[src/rtl/vga_timing_gen.sv]
// vga_timing_gen
//   VGA raster timing generator. A clock divider produces one pix_en pulse
//   every CLK_DIV clocks. The column and line counters advance on each pulse
//   and trace out an H_TOTAL x V_TOTAL raster. The decoded sync and
//   visible-area outputs are registered, so they never glitch.
//
// Ports
//   clk          system clock, single domain
//   rst          asynchronous, active-high reset
//   hCount[9:0]  current column, 0..H_TOTAL-1
//   vCount[9:0]  current line, 0..V_TOTAL-1
//   hSync        horizontal sync, active low while hCount < H_SYNC
//   vSync        vertical sync, active low while vCount < V_SYNC
//   bright       high while (hCount, vCount) lies inside the visible window
//   pix_en       one-clock pulse per pixel; the counters advance on it
//   frame_start  one-clock pulse on the first clock at (0,0) after a wrap
//   frame_cnt    frames completed since reset, modulo 256
//
// Build option
//   VGA_PIPE_ALIGN_EN  when defined, hSync/vSync/bright pass through one more
//                      register so they line up with one-cycle-latency
//                      sprite ROM data. Counters, pix_en and frame_start are
//                      not delayed.
module vga_timing_gen #(
  parameter int CLK_DIV     = 4,
  parameter int H_TOTAL     = 800,
  parameter int H_SYNC      = 96,
  parameter int H_VIS_START = 144,
  parameter int H_VIS_END   = 784,
  parameter int V_TOTAL     = 525,
  parameter int V_SYNC      = 2,
  parameter int V_VIS_START = 35,
  parameter int V_VIS_END   = 515
) (
  input  logic       clk,
  input  logic       rst,
  output logic [9:0] hCount,
  output logic [9:0] vCount,
  output logic       hSync,
  output logic       vSync,
  output logic       bright,
  output logic       pix_en,
  output logic       frame_start,
  output logic [7:0] frame_cnt
);

  localparam int               DIV_W    = (CLK_DIV > 1) ? $clog2(CLK_DIV) : 1;
  localparam logic [DIV_W-1:0] DIV_LAST = DIV_W'(CLK_DIV - 1);
  localparam logic [DIV_W-1:0] DIV_ONE  = DIV_W'(1);
  localparam logic [9:0]       H_LAST   = 10'(H_TOTAL - 1);
  localparam logic [9:0]       V_LAST   = 10'(V_TOTAL - 1);
  localparam logic [9:0]       H_SYNC_W = 10'(H_SYNC);
  localparam logic [9:0]       V_SYNC_W = 10'(V_SYNC);
  localparam logic [9:0]       H_VIS_LO = 10'(H_VIS_START);
  localparam logic [9:0]       H_VIS_HI = 10'(H_VIS_END);
  localparam logic [9:0]       V_VIS_LO = 10'(V_VIS_START);
  localparam logic [9:0]       V_VIS_HI = 10'(V_VIS_END);

  // Sync is high (inactive) once the counter has left the sync pulse.
  function automatic logic sync_level(input logic [9:0] cnt,
                                      input logic [9:0] width);
    return cnt >= width;
  endfunction

  function automatic logic in_window(input logic [9:0] cnt,
                                     input logic [9:0] lo,
                                     input logic [9:0] hi);
    return (cnt >= lo) && (cnt < hi);
  endfunction

  logic [DIV_W-1:0] div_p0;
  logic             h_wrap;
  logic             v_wrap;
  logic [9:0]       h_next;
  logic [9:0]       v_next;
  logic             hsync_p0;
  logic             vsync_p0;
  logic             bright_p0;

  // Stage 0: pixel clock divider.
  always_ff @(posedge clk or posedge rst) begin
    if (rst)                    div_p0 <= '0;
    else if (div_p0 == DIV_LAST) div_p0 <= '0;
    else                        div_p0 <= div_p0 + DIV_ONE;
  end

  // Gated by rst so that pix_en is held low during reset even when CLK_DIV is 1.
  assign pix_en = ~rst & (div_p0 == DIV_LAST);

  always_comb begin
    h_wrap = (hCount == H_LAST);
    v_wrap = (vCount == V_LAST);
    h_next = h_wrap ? 10'd0 : hCount + 10'd1;
    v_next = vCount;
    if (h_wrap) v_next = v_wrap ? 10'd0 : vCount + 10'd1;
  end

  // Stage 0: raster counters and decoded outputs. The decode uses the *next*
  // counter values, so the registered sync/bright always describe the
  // counters they are presented alongside.
  always_ff @(posedge clk or posedge rst) begin
    if (rst) begin
      hCount      <= '0;
      vCount      <= '0;
      hsync_p0    <= 1'b0;
      vsync_p0    <= 1'b0;
      bright_p0   <= 1'b0;
      frame_start <= 1'b0;
      frame_cnt   <= '0;
    end else begin
      frame_start <= 1'b0;
      if (pix_en) begin
        hCount    <= h_next;
        vCount    <= v_next;
        hsync_p0  <= sync_level(h_next, H_SYNC_W);
        vsync_p0  <= sync_level(v_next, V_SYNC_W);
        bright_p0 <= in_window(h_next, H_VIS_LO, H_VIS_HI) &&
                     in_window(v_next, V_VIS_LO, V_VIS_HI);
        if (h_wrap && v_wrap) begin
          frame_start <= 1'b1;
          frame_cnt   <= frame_cnt + 8'd1;
        end
      end
    end
  end

`ifdef VGA_PIPE_ALIGN_EN
  // Stage 1: alignment register for the sprite ROM read latency.
  always_ff @(posedge clk or posedge rst) begin
    if (rst) begin
      hSync  <= 1'b0;
      vSync  <= 1'b0;
      bright <= 1'b0;
    end else begin
      hSync  <= hsync_p0;
      vSync  <= vsync_p0;
      bright <= bright_p0;
    end
  end
`else
  assign hSync  = hsync_p0;
  assign vSync  = vsync_p0;
  assign bright = bright_p0;
`endif

endmodule

[config.mk]
export PLATFORM = sky130hd
export DESIGN_NAME = vga_timing_gen
export DESIGN_NICKNAME = d
export VERILOG_FILES = /design/src/rtl/vga_timing_gen.sv
export SDC_FILE = /design/constraint.sdc
export NUM_CORES = 1
export LEC_CHECK = 0
export CORE_MARGIN = 4
export CORE_UTILIZATION = 52
export DETAILED_ROUTE_END_ITERATION = 7
export GPL_ROUTABILITY_DRIVEN = 0
export GPL_TIMING_DRIVEN = 1
export PLACE_DENSITY = 0.85
export SETUP_SLACK_MARGIN = 0.5
export SYNTH_ARGS = -nofsm -noshare
export SYNTH_HDL_FRONTEND = slang
export SYNTH_SLANG_ARGS = --single-unit
[constraint.sdc]
create_clock -name clk -period 3.6 [get_ports clk]
set_input_delay 0.72 -clock clk [delete_from_list [all_inputs] [get_ports clk]]
set_output_delay 0.72 -clock clk [all_outputs]
set_load 0.02 [all_outputs]
# Word level (Yosys, flattened, before mapping)
# Index checks and enable logic that the tools add are counted.
# classes
n_addsub,4
mul,0
n_div,0
order_cmp,6
n_eq_ne,3
n_shift,0
muxes,6
bitwise,2
n_reduce_logical,5
# op_table
cell,count
10-bit 2-to-1 mux,3
"10-bit by 1-bit adder with 10-bit output, second input constant",2
"10-bit == test, second input constant",2
"10-bit less-than comparator, second input constant",2
"10-bit by 2-bit >= comparator with 1-bit output, second input constant",1
"10-bit by 6-bit >= comparator with 1-bit output, second input constant",1
"10-bit by 7-bit >= comparator with 1-bit output, second input constant",1
"10-bit by 8-bit >= comparator with 1-bit output, second input constant",1
"8-bit by 1-bit adder with 8-bit output, second input constant",1
1-bit logical AND,4
"2-bit by 1-bit adder with 2-bit output, second input constant",1
"2-bit == test, second input constant",1
1-bit 2-to-1 mux,2
2-bit 2-to-1 mux,1
2-bit AND reduction,1
1-bit AND,1
1-bit inverter,1
# totals
register_bits,34
latch_bits,0
ramBits,0
romBits,0
wordCells,34
mem_count,0

# Logic depth before layout (Yosys ltp)
# depth
depth_word,6
mapped_depth,11

# Worst setup path after synthesis
# No wires, ideal clock.
# synth_path
path_kind,input -> register
startpoint,input port rst
endpoint,register frame_cnt[1]
setup_ns,0.125
t_arrival_ns,3.173
setup_slack_ns,0.302
cell_stages,6
path_buffers,0
path_cell_list,inv_1 > nand2_1 > inv_1 > nand4_1 > nor4b_1 > mux2_2
# synth_between
elab_chain_cells,3
# synth_rtl
item,line,text
start: declaration,36,"input logic rst,"
1-bit inverter,88,assign pix_en = ~rst & (div_p0 == DIV_LAST);
1-bit AND,88,
2-bit AND reduction (no line),n/a,
end signal: assignment,121,frame_cnt <= frame_cnt + 8'd1;
end: declaration,44,output logic [7:0] frame_cnt
# Every way passes these cells.
# A chain may end at the register's enable or synchronous reset.

# Worst setup path in the final report
# layout_path
startpoint,input port rst
endpoint,output port pix_en
# layout_between
elab_chain_cells,2
# layout_rtl
item,line,text
1-bit inverter,88,
1-bit AND,88,
end: declaration,42,"output logic pix_en,"
# Every way passes these cells.

==> run_summary.xml <==
<?xml version="1.0" encoding="UTF-8"?>
<metrics>
  <group name="detailed_routing">
    <metric name="postRouteAntennaNets" unit="">0</metric>
    <metric name="post_drt_wl_per_cell" unit="um">15.08</metric>
    <metric name="first_drt_pass_iteration_count" unit="">5</metric>
    <metric name="totalWireLength" unit="mm">4.538</metric>
    <metric name="drt_drc_violations_left" unit="">0</metric>
    <metric name="detailroute.via_count" unit="">1753</metric>
    <metric name="avgViaCountPerCell" unit="">5.824</metric>
    <metric name="drt_first_iter_violations" unit="">81</metric>
  </group>
  <group name="yosys">
    <metric name="post_synth_main_area_contributors" unit="">dfrtp_1 (43%), nand2_1 (6.5%), o21ai_0 (4.8%), xnor2_1 (4.4%), ha_1 (3.8%)</metric>
    <metric name="ys_seq_elements" unit="">34</metric>
    <metric name="synth_warnings" unit="">0</metric>
    <metric name="synth.cell_area" unit="sq um">1974</metric>
    <metric name="post_synth.cell_area_avg" unit="sq um">9.057</metric>
    <metric name="synthFlopType" unit="">dfrtp_1</metric>
    <metric name="syn-instance-count" unit="">218</metric>
    <metric name="yosysUniqueCellTypes" unit="">47</metric>
    <metric name="ys_top_cells_by_count" unit="">dfrtp_1 (34), nand2_1 (34), o21ai_0 (19), nor2_1 (14)</metric>
    <metric name="synth_top_cell_area_share" unit="%">43.09</metric>
    <metric name="ys_seq_area_share" unit="%">43.09</metric>
    <metric name="synth-edff-count" unit="">0</metric>
    <metric name="postSynth.asyncResetShare" unit="%">100.0</metric>
    <metric name="syn_nets" unit="">226</metric>
    <metric name="synth_largest_area_cell" unit="">dfrtp_1</metric>
  </group>
  <group name="clock_network">
    <metric name="cts_tree" unit="">done</metric>
    <metric name="hold_fix_buffers_at_cts" unit="">0</metric>
    <metric name="cts_max_path_buffers" unit="">2</metric>
    <metric name="cts_num_sinks" unit="">34</metric>
    <metric name="numCtsBuffers" unit="">5</metric>
    <metric name="clk-insertion-delay-late" unit="ns">0.29</metric>
    <metric name="worst_setup_hold_path_clk_slew" unit="ns">0.06</metric>
    <metric name="clockRootBuffer" unit="">clkbuf_8</metric>
    <metric name="clock_tree.htree_level_count" unit="">2</metric>
  </group>
  <group name="global_route">
    <metric name="grt_pass1_wl" unit="mm">7.845</metric>
    <metric name="antenna_found_initial" unit="">0</metric>
    <metric name="grt_pass1_vias" unit="">1722</metric>
    <metric name="largest_net_degree_at_the_start_of_global_routing" unit="">35</metric>
    <metric name="grt.total_usage" unit="%">19.96</metric>
    <metric name="globalRoute.totalOverflow" unit="">0</metric>
  </group>
  <group name="power">
    <metric name="clock_network_power_share" unit="%">35.1</metric>
    <metric name="combPwrFrac" unit="%">12.1</metric>
    <metric name="switching_share" unit="%">26.45</metric>
    <metric name="share_seq_of_total_power" unit="%">52.8</metric>
    <metric name="power_density" unit="nW/um^2">333.0</metric>
    <metric name="p_int" unit="uW">600.7</metric>
    <metric name="power.switching" unit="uW">216.1</metric>
    <metric name="power.ir.vdd_worst" unit="V">0.0001565</metric>
    <metric name="p_leak" unit="uW">0.0009752</metric>
  </group>
  <group name="run">
    <metric name="maxCapViolations" unit="">0</metric>
  </group>
  <group name="die">
    <metric name="boundaryPins" unit="">35</metric>
    <metric name="die_height" unit="um">69.62</metric>
    <metric name="core.rowCount" unit="">22</metric>
    <metric name="core" unit="sq um">3661</metric>
    <metric name="design.die.area" unit="sq um">4847</metric>
    <metric name="initial_utilization" unit="%">53.93</metric>
    <metric name="die_x" unit="um">69.62</metric>
  </group>
  <group name="worst_setup_path">
    <metric name="cp.required" unit="ns">2.88</metric>
    <metric name="critical_path.slowest_cell" unit="">clkdlybuf4s50_1</metric>
    <metric name="worstSetupStartpointType" unit="">input port</metric>
    <metric name="crit_family" unit="">buffers and inverters</metric>
    <metric name="crit_path_max_incr_delay" unit="ns">0.65</metric>
    <metric name="sort_of_element_at_the_end_of_the_critical_path" unit="">output port</metric>
    <metric name="timing.reg2reg.setup_slack" unit="ns">0.84</metric>
    <metric name="regToRegEndpoint" unit="">bright$_DFFE_PP0P_</metric>
    <metric name="reg2regPathDepth" unit="">9</metric>
    <metric name="cp_common_cell" unit="">clkdlybuf4s50_1</metric>
    <metric name="worst-path-buf-inv" unit="">4</metric>
    <metric name="arrival" unit="ns">2.05</metric>
    <metric name="critPathMaxFanout" unit="">2</metric>
    <metric name="regToRegStartpoint" unit="">hCount[0]$_DFFE_PP0P_</metric>
    <metric name="crit_chain" unit="">clkdlybuf4s50_1 &gt; clkinvlp_4 &gt; nand2_1 &gt; inv_1 &gt; clkdlybuf4s50_1</metric>
    <metric name="criticalPathCategory" unit="">input port to output port</metric>
  </group>
  <group name="timing">
    <metric name="clock_skew" unit="ns">0.004154</metric>
    <metric name="report.final.hold_viol_count" unit="">0</metric>
    <metric name="achievable-frequency" unit="GHz">0.3616</metric>
    <metric name="finalMaxSlewViolations" unit="">0</metric>
    <metric name="layout_worst_path_cycle_share" unit="%">76.83</metric>
    <metric name="final-setup-viol-count" unit="">0</metric>
    <metric name="maxSlewHeadroom" unit="%">72.47</metric>
    <metric name="finalHoldWorstSlack" unit="ns">0.4333</metric>
    <metric name="layout_setup_ws" unit="ns">0.8342</metric>
    <metric name="period_needed" unit="ns">2.766</metric>
    <metric name="tightest_slew" unit="ns">0.4130</metric>
    <metric name="totalNegativeSetupSlack" unit="ns">0</metric>
    <metric name="rsz0062_at_grt" unit="">no</metric>
  </group>
  <group name="cells_and_area">
    <metric name="drive_gt1_share" unit="%">8.300</metric>
    <metric name="syn_to_final_growth" unit="%">24.21</metric>
    <metric name="final_nets" unit="">260</metric>
    <metric name="postLayoutCoreUtil" unit="%">66.99</metric>
    <metric name="post-route-cell-area" unit="sq um">2452</metric>
    <metric name="antenna_cells_inserted" unit="">0</metric>
  </group>
  <group name="place">
    <metric name="placement.setup.worst_slack" unit="ns">0.6798</metric>
    <metric name="dpl-instance-area" unit="sq um">2349</metric>
    <metric name="place.detailed.hpwl" unit="mm">3.250</metric>
    <metric name="numPortBuffers" unit="">34</metric>
  </group>
  <group name="min_path">
    <metric name="min_delay_worst_endpoint" unit="">div_p0[0]$_DFF_PP0_</metric>
    <metric name="hold_class" unit="">flip-flop to flip-flop</metric>
    <metric name="whs_path_depth" unit="">1</metric>
    <metric name="hold_start" unit="">div_p0[0]$_DFF_PP0_</metric>
  </group>
  <group name="run_status">
    <metric name="outcome" unit="">finished, final reports clean</metric>
  </group>
</metrics>
[per-stage QoR]
| stage | cells | power (uW) |
|---|---|---|
| floorplan | 218 | 483.7 |
| global placement | 293 | 533.5 |
| detailed placement | 293 | 537.2 |
| CTS | 301 | 824.7 |
| global route | 301 | 856.7 |
| finish | 301 | 816.7 |
[worst register-to-register path: cells and delay by family, from the launching register on]
family,cells,cell delay [ns]
adder cells (fa/ha/maj),1,0.23
flip-flops,1,0.47
multiplexers,1,0.31
AO/OA/AOI/OAI,4,0.82
AND/OR/NAND/NOR,3,0.81
[area by class of cell]
type / count / area, sq um
clock buffer: 7 / 86.33
clock inverter: 1 / 5.005
fill: 308 / 1209
inverter: 6 / 26.28
multi-input combinational: 167 / 1054
sequential: 34 / 850.8
tap: 48 / 60.06
timing repair buffer: 38 / 370.4
[state kept, by name, summed over array words and instances, names as in the netlist]
| name | count |
|---|---|
| hCount | 10 |
| vCount | 10 |
| frame_cnt | 8 |
| div_p0 | 2 |
| bright | 1 |
| frame_start | 1 |
| hSync | 1 |
| vSync | 1 |
[cells by family (layout without fill, tap and decap cells)]
group | count (synthesis) | after routing | share of synthesized area, %
AOI/OAI and AO/OA | 50 | 50 | 16.48
muxes | 2 | 2 | 1.077
and+or+nand+nor | 94 | 94 | 24.72
adders and majority gates | 6 | 6 | 3.802
DFF | 34 | 34 | 43.09
buffers and inverters | 17 | 52 | 4.182
xor gates and xnor gates | 15 | 15 | 6.654
[power by group through the flow]
| stage | combinational (uW) | sequential, uW | clock [uW] |
|---|---|---|---|
| 3_3_place_gp | 97.2 | 436 | 0 |
| 4_1_cts | 100 | 431 | 293 |
| 2_1_floorplan | 31.1 | 453 | 0 |
| 3_5_place_dp | 99.7 | 438 | 0 |
| 5_1_grt | 107 | 436 | 314 |
| 6_report | 99.2 | 431 | 286 |
[repair_timing]
action | 4_1_cts | 5_1_grt
endpoints found under the setup margin | 0 | 2
setup buffers | 0 | 0
gates resized for setup | 0 | 2
[metal layers]
metal	vias up	GRT usage, %	wire length, um
li1	853	-	-
met2	55	31.67	2106
met3	6	5.507	232
met1	839	26.01	2134
met4	0	7.447	65
met5	-	0	0
[worst max path at each step]
stage                                from                        to  cells past startpoint  slack (ns)
floorplan                             rst  frame_cnt[1]$_DFFE_PP0P_                      6        0.77
global placement    hCount[0]$_DFFE_PP0P_        bright$_DFFE_PP0P_                      9        0.79
detailed placement  hCount[0]$_DFFE_PP0P_        bright$_DFFE_PP0P_                      9        0.68
CTS                 hCount[0]$_DFFE_PP0P_        bright$_DFFE_PP0P_                      9        0.66
global route        hCount[1]$_DFFE_PP0P_        bright$_DFFE_PP0P_                      9        0.52
finish                                rst                    pix_en                      5        0.83
[placed cells by master (no fill, tap or decap), types with 5 or more instances in the layout]
| cell | instances |
|---|---|
| clkdlybuf4s50_1 | 34 |
| nor2_1 | 14 |
| nand2_1 | 34 |
| nand4_1 | 10 |
| xor2_1 | 5 |
| inv_1 | 5 |
| ha_1 | 6 |
| and3_1 | 5 |
| clkbuf_8 | 6 |
| dfrtp_1 | 34 |
| nand3_1 | 9 |
| xnor2_1 | 10 |
| o21ai_0 | 19 |
| a21oi_1 | 8 |
Power figures use the tool's default switching activity.
